[src/rtl/sequential_subtractor_64bit.sv]
// Multi-cycle subtractor: diff = a - b - bin, one CHUNK-bit slice per clock, LSB slice first,
// borrow rippled between slices through a carry register; start/done handshake.
module sequential_subtractor_64bit #(
    parameter int unsigned WIDTH = 64,
    parameter int unsigned CHUNK = 8
) (
    input  logic             clk,
    input  logic             rst_n,
    input  logic             start,
    input  logic [WIDTH-1:0] a,
    input  logic [WIDTH-1:0] b,
    input  logic             bin,
    output logic             busy,
    output logic             done,
    output logic [WIDTH-1:0] diff,
    output logic             bout,
    output logic             ovf,
    output logic             zero
);

    localparam int unsigned NSLICE = WIDTH / CHUNK;
    localparam int unsigned CNT_W  = (NSLICE > 1) ? $clog2(NSLICE) : 1;

    typedef enum logic [1:0] {IDLE, RUN, DONE} state_t;

    state_t           state;
    state_t           state_next;
    logic [WIDTH-1:0] a_q;
    logic [WIDTH-1:0] b_q;
    logic [WIDTH-1:0] diff_q;
    logic [WIDTH-1:0] diff_next;
    logic [CNT_W-1:0] cnt;
    logic             carry;
    logic             bout_q;
    logic             ovf_q;
    logic             zero_q;
    logic [CHUNK-1:0] a_sl;
    logic [CHUNK-1:0] b_sl;
    logic [CHUNK-1:0] s;
    logic             c;
    logic             accept;
    logic             last;

    always_ff @(posedge clk or negedge rst_n) begin
        if (!rst_n) state <= IDLE;
        else        state <= state_next;
    end

    always_comb begin
        accept     = start && (state != RUN);
        last       = (state == RUN) && (cnt == CNT_W'(NSLICE - 1));
        state_next = state;
        case (state)
            IDLE:    if (start) state_next = RUN;
            RUN:     if (last)  state_next = DONE;
            DONE:    state_next = start ? RUN : IDLE;
            default: state_next = IDLE;
        endcase
    end

    // Subtraction as a + ~b + carry, with carry seeded by ~bin; final carry = ~borrow.
    always_comb begin
        a_sl = '0;
        b_sl = '0;
        for (int unsigned i = 0; i < NSLICE; i++) begin
            if (cnt == CNT_W'(i)) begin
                a_sl = a_q[i*CHUNK +: CHUNK];
                b_sl = b_q[i*CHUNK +: CHUNK];
            end
        end
        {c, s} = {1'b0, a_sl} + {1'b0, ~b_sl} + {{CHUNK{1'b0}}, carry};
        diff_next = diff_q;
        for (int unsigned i = 0; i < NSLICE; i++) begin
            if (cnt == CNT_W'(i)) diff_next[i*CHUNK +: CHUNK] = s;
        end
    end

    always_ff @(posedge clk or negedge rst_n) begin
        if (!rst_n) begin
            a_q    <= '0;
            b_q    <= '0;
            diff_q <= '0;
            cnt    <= '0;
            carry  <= 1'b0;
            bout_q <= 1'b0;
            ovf_q  <= 1'b0;
            zero_q <= 1'b1;
        end else if (accept) begin
            a_q   <= a;
            b_q   <= b;
            carry <= ~bin;
            cnt   <= '0;
        end else if (state == RUN) begin
            diff_q <= diff_next;
            carry  <= c;
            cnt    <= cnt + 1'b1;
            if (last) begin
                bout_q <= ~c;
                ovf_q  <= (a_q[WIDTH-1] != b_q[WIDTH-1]) && (diff_next[WIDTH-1] != a_q[WIDTH-1]);
                zero_q <= (diff_next == '0);
            end
        end
    end

    assign busy = (state == RUN);
    assign done = (state == DONE);
    assign diff = diff_q;
    assign bout = bout_q;
    assign ovf  = ovf_q;
    assign zero = zero_q;

endmodule

[config.mk]
export PLATFORM = sky130hd
export DESIGN_NAME = sequential_subtractor_64bit
export DESIGN_NICKNAME = d
export VERILOG_FILES = /design/src/rtl/sequential_subtractor_64bit.sv
export SDC_FILE = /design/constraint.sdc
export NUM_CORES = 1
export LEC_CHECK = 0
export ABC_CLOCK_PERIOD_IN_PS = 5500
export CAP_MARGIN = 20
export CORE_AREA = 2 2 175 177
export DETAILED_ROUTE_END_ITERATION = 6
export DIE_AREA = 0 0 177 179
export HOLD_SLACK_MARGIN = 0.05
export PLACE_DENSITY_LB_ADDON = 0.12
export SYNTH_ARGS = -nofsm -noshare
export SYNTH_HDL_FRONTEND = slang
export SYNTH_SLANG_ARGS = --single-unit
[constraint.sdc]
create_clock -name clk -period 5.5 [get_ports clk]
set_input_delay 0.825 -clock clk [delete_from_list [all_inputs] [get_ports clk]]
set_output_delay 0.825 -clock clk [all_outputs]
set_load 0.02 [all_outputs]
Yosys cells after proc, flatten, opt, wreduce, memory -nomap -nowiden. Cells that the tools add are included.

Add/sub/neg operators: 3. $mul: 0. Div/mod/pow operators: 0. Magnitude comparators: 0. Equal/unequal tests: 14. Shift-type cells: 0. Mux-type cells: 32. Bitwise gates (word level): 4. Reductions and logical operators: 10.

Operators with widths (number): 2-to-1 mux 8 bit (24); logical NOT 64 bit (1); == test 3 bit, second input constant (4); adder 8 x 8 -> 9 bit (1); adder 9 x 1 -> 9 bit (1); inverter 8 bit (1); == test 3 x 2 -> 1 bit, second input constant (2); 2-to-1 mux 3 bit (2); case mux 2 bit (3 select lines) (1); 2-to-1 mux 2 bit (2); inequality test 2 x 1 -> 1 bit, second input constant (2); AND reduction 2 bit (2); adder 3 x 1 -> 3 bit, second input constant (1); == test 3 x 1 -> 1 bit, second input constant (1); logical AND 1 bit (3); logical NOT 3 bit (1); 2-to-1 mux 1 bit (3); inverter 1 bit (3); AND reduction 3 bit (1); == test 2 x 1 -> 1 bit, second input constant (1); == test 2 bit, second input constant (1); logical NOT 2 bit (1); inequality test 1 bit (2); inequality test 2 bit, second input constant (1); nonzero test 2 bit (1).

Register bits after elaboration: 201. Bits in latches: 0. Memory bits (writable): 0. Bits in read-only memories: 0. Bits of input ports: 132. Output and inout port bits: 69. Memories kept: 0.

Logic depth before layout (Yosys ltp).
Depth after elaboration: 15. Depth in mapped cells: 22. Depth with buffers taken out: 18.

Worst setup path after synthesis. OpenSTA, ideal clock, no wires.

Path kind: register to register. Start point: reg cnt[2]. End point: reg zero_q (netlist: zero). Data arrival time: 4496 ps. Data required time: 5409 ps. Slack: 914 ps. Cell stages (with the launch flop): 21. Period minus slack after synthesis: 4586 ps. Cell sequence: dfrtp_1 buf_2 inv_2 ha_1 clkbuf_1 clkbuf_1 clkbuf_1 nor3_1 a21oi_1 o211ai_1 o21ai_0 a21oi_1 fa_1 fa_1 nor2b_1 o31a_1 mux2_2 nor2_1 clkbuf_1 a41oi_1 o31ai_1.

Cells in the longest elaborated chain, start to end: 14.

RTL lines: start: declaration (RTL line 32) `logic [CNT_W-1:0] cnt;`; start signal: assignment (RTL line 96) `cnt <= cnt + 1'b1;`; logical NOT 3 bit (RTL line 66, 74); 2-to-1 mux 8 bit (8 in a row) (RTL line 66) `if (cnt == CNT_W'(i)) begin`; inverter 8 bit (RTL line 71) `{c, s} = {1'b0, a_sl} + {1'b0, ~b_sl} + {{CHUNK{1'b0}}, carry};`; adder 8 x 8 -> 9 bit (RTL line 71); adder 9 x 1 -> 9 bit (RTL line 71); 2-to-1 mux 8 bit (RTL line 74) `if (cnt == CNT_W'(i)) diff_next[i*CHUNK +: CHUNK] = s;`; logical NOT 64 bit (RTL line 100) `zero_q <= (diff_next == '0);`; end signal: assignment (RTL line 100); end: declaration (RTL line 36) `logic zero_q;`.

Several ways; a longest one is shown, not always the timed one. A chain may end at the register's enable or synchronous reset.

Final worst setup path. Same ends and word-level chain as after synthesis.

==> flow_metrics.tcl <==
set metrics [dict create \
    diodes 0 \
    hold_violations 0 \
    cpMaxStageDelayCell "fa_1" \
    postCtsSetupRepairBufs 0 \
    grt-ovfl-total 0 \
    outcome "completed" \
    rsz0062_at_grt "no" \
    h-tree-depth 1 \
    syn2layout_area_growth_pct 34.4 \
    crit_top_cell "a21oi_1" \
    setup_viol 0 \
    use_met3 0.0288 \
    die_area_sq_um 31700 \
    min_period_ns 5.00 \
    drtPass1Iterations 4 \
    relSlewSlack 0.454 \
    ant_nets 0 \
    start_util 0.314 \
    max_stage_delay_ns 0.75 \
    yosysSeqAreaShare 0.533 \
    dp_hpwl_mm 21.5 \
    num_rows 64 \
    port_buffers 200 \
    drt_wl_total_mm 29.0 \
    ys_ff_latch 201 \
    worst-path-max-fanout 18 \
    critical_path_class "flip-flop to flip-flop" \
    synth_top_cell_by_area "dfrtp_1" \
    cts-root-buf "clkbuf_16" \
    io_pins 201 \
    yosysWarnings 0 \
    insertion_delay_ns 0.52 \
    synthCells 859 \
    grt_pass1_wl_mm 44.2 \
    fin_setup_tns_ns 0 \
    cts_tree "yes" \
    crit_required_ns 5.93 \
    fin_util 0.422 \
    cts_buffers 24 \
    fin_nets 1199 \
    holdBufCountCts 0 \
    cts_resized 0 \
    drc 0 \
    synth_edf_count 0 \
    dp_cells 1422 \
    vias 7306 \
    worst_setup_path_start_kind "flip-flop" \
    avgSynthCellArea_sq_um 11.0 \
    core-area_sq_um 30000 \
    skew_ns 0.0111 \
    grt_antenna_before_repair 0 \
    period_share 0.909 \
    wl_per_cell_um 19.8 \
    path_clk_slew_ns 0.06 \
    pre_cts_slack_ns 0.528 \
    ys.flop_type "dfrtp_1" \
    grt_pass1_vias 7427 \
    busiest_layer "met2" \
    mostFrequentLayoutCell "dfrtp_1" \
    grt_use_total 0.183 \
    max_freq_ghz 0.200 \
    dieWidth_um 177 \
    min_path_type "input port to asynchronous set/reset pin" \
    cp.arrival_ns 5.43 \
    avgViaCountPerCell 4.99 \
    drtIter0Drc 598 \
    synth.area.top_cells "dfrtp_1 53%, mux2_2 16%, o21ai_0 4.6%, nand2_1 4.1%, a21oi_1 2.4%" \
    grt_util_met1 0.259 \
    gp_congestion 0.871 \
    cts.sinks 201 \
    die_h_um 179 \
    layout_setup_ws_ns 0.498 \
    fill_cells 2935 \
    netlist_area_sq_um 9440 \
    async_flop_share 1.00 \
    report.final.slew_viol_count 0 \
    cap_violations 0 \
    cp_cell_sequence "and2b_1, buf_4, a221oi_1, nor3_1, a21oi_1, o211ai_1, o21ai_0, a21oi_1, fa_1, fa_1, buf_4, a21oi_1, o21ai_0, nand4_1, nor4_2, o2111ai_1, o31ai_1" \
    worstMarginPinSlew_ns 0.819 \
    synth_top_cell_area_share 0.530 \
    syn-num-nets 1006 \
    crit_path_end_kind "flip-flop" \
    grt_use_met2 0.290 \
    synthDistinctLibCells 65 \
    final_cell_mix "200 x dfrtp_1, 199 x clkdlybuf4s50_1, 130 x mux2_2, 101 x nand2_1, 87 x o21ai_0" \
    fin_cells 1465 \
    cts_buffer_depth 3 \
    drive_above_1_share 0.190 \
    grt_start_max_net_pins 107 \
]
final timing paths:
| kind | slack [ns] | cells past startpoint | start | endpoint |
|---|---|---|---|---|
| hold reg to reg | 0.49 | 2 | diff[60] | diff[60] |
| hold / removal | 0.37 | 1 | rst_n | diff[16] |
| min in group clk | 0.49 | 2 | diff[60] | diff[60] |
| max in group asynchronous | 4.11 | 2 | rst_n | a_q[13] |
| setup / recovery | 0.50 | 17 | cnt[2] | zero |
| setup reg to reg | 0.50 | 17 | cnt[2] | zero |
cells in the mapped netlist (all sizes together) (2+ instances only):
master	count
inv	10
or2	3
o221ai	9
o2111ai	4
o211ai	12
dfrtp	200
nand2	102
o21a	3
a21o	2
fa	2
a221oi	16
o31ai	2
mux2	130
nor3	21
o22ai	13
nor3b	3
a31oi	3
nand3	3
or3	10
a21oi	45
nand2b	12
o221a	2
and2	4
buf	12
or3b	2
nand4	3
o21ai	96
nor4	8
clkbuf	46
nand3b	2
or4	4
ha	13
nor2	32
nor2b	7
xor2	3
per-layer routing:
layer	wire length [um]	part of all wire	vias up
met2	13300	0.46	219
met3	1460	0.050	46
met4	788	0.027	0
met5	0	0	-
met1	13500	0.46	3532
li1	-	-	3509
cells by family (layout without fill, tap and decap cells):
logic type	Yosys count	after routing	share of synthesized area
XOR/XNOR	4	4	0.00371
buffers and inverters	69	279	0.0290
adder cells (fa/ha/maj)	15	15	0.0215
AO/OA/AOI/OAI	221	221	0.146
AND/OR/NAND/NOR	218	218	0.111
flip-flops	201	201	0.533
multiplexers	131	131	0.156
stage by stage:
| stage | cell area (sq um) | hold slack, ns |
|---|---|---|
| 2_1_floorplan | 9440 | 0.466 |
| 5_1_grt | 12700 | 0.439 |
| 3_5_place_dp | 11900 | 0.478 |
| 4_1_cts | 12700 | 0.409 |
| 3_3_place_gp | 11900 | 0.467 |
| 6_report | 12700 | 0.368 |
state kept, by name, indices dropped and copies added (netlist names):
signal  cells
a_q        64
b_q        64
diff       64
cnt         3
state       2
bout        1
carry       1
ovf         1
zero        1
worst max-delay path: cells and delay by family (launching register included):
kind                       cells  cell delay, ns
AOI/OAI and AO/OA              9            1.47
adders and majority gates      2            1.23
buffers and inverters          2            0.51
DFF                            1            0.73
and+or+nand+nor                4            0.96
cell type report:
class | instances | area [sq um] | share of cell area
tap | 396 | 495 | 0.0391
sequential | 201 | 5030 | 0.397
multi-input combinational | 589 | 4150 | 0.327
inverter | 11 | 41.3 | 0.00325
clock inverter | 3 | 30.0 | 0.00237
timing repair buffer | 225 | 2230 | 0.176
clock buffer | 40 | 711 | 0.0560
Power is left out: the tool's default activity adds up to more than one toggle a clock period on the data nets, which glitch-free logic cannot reach.
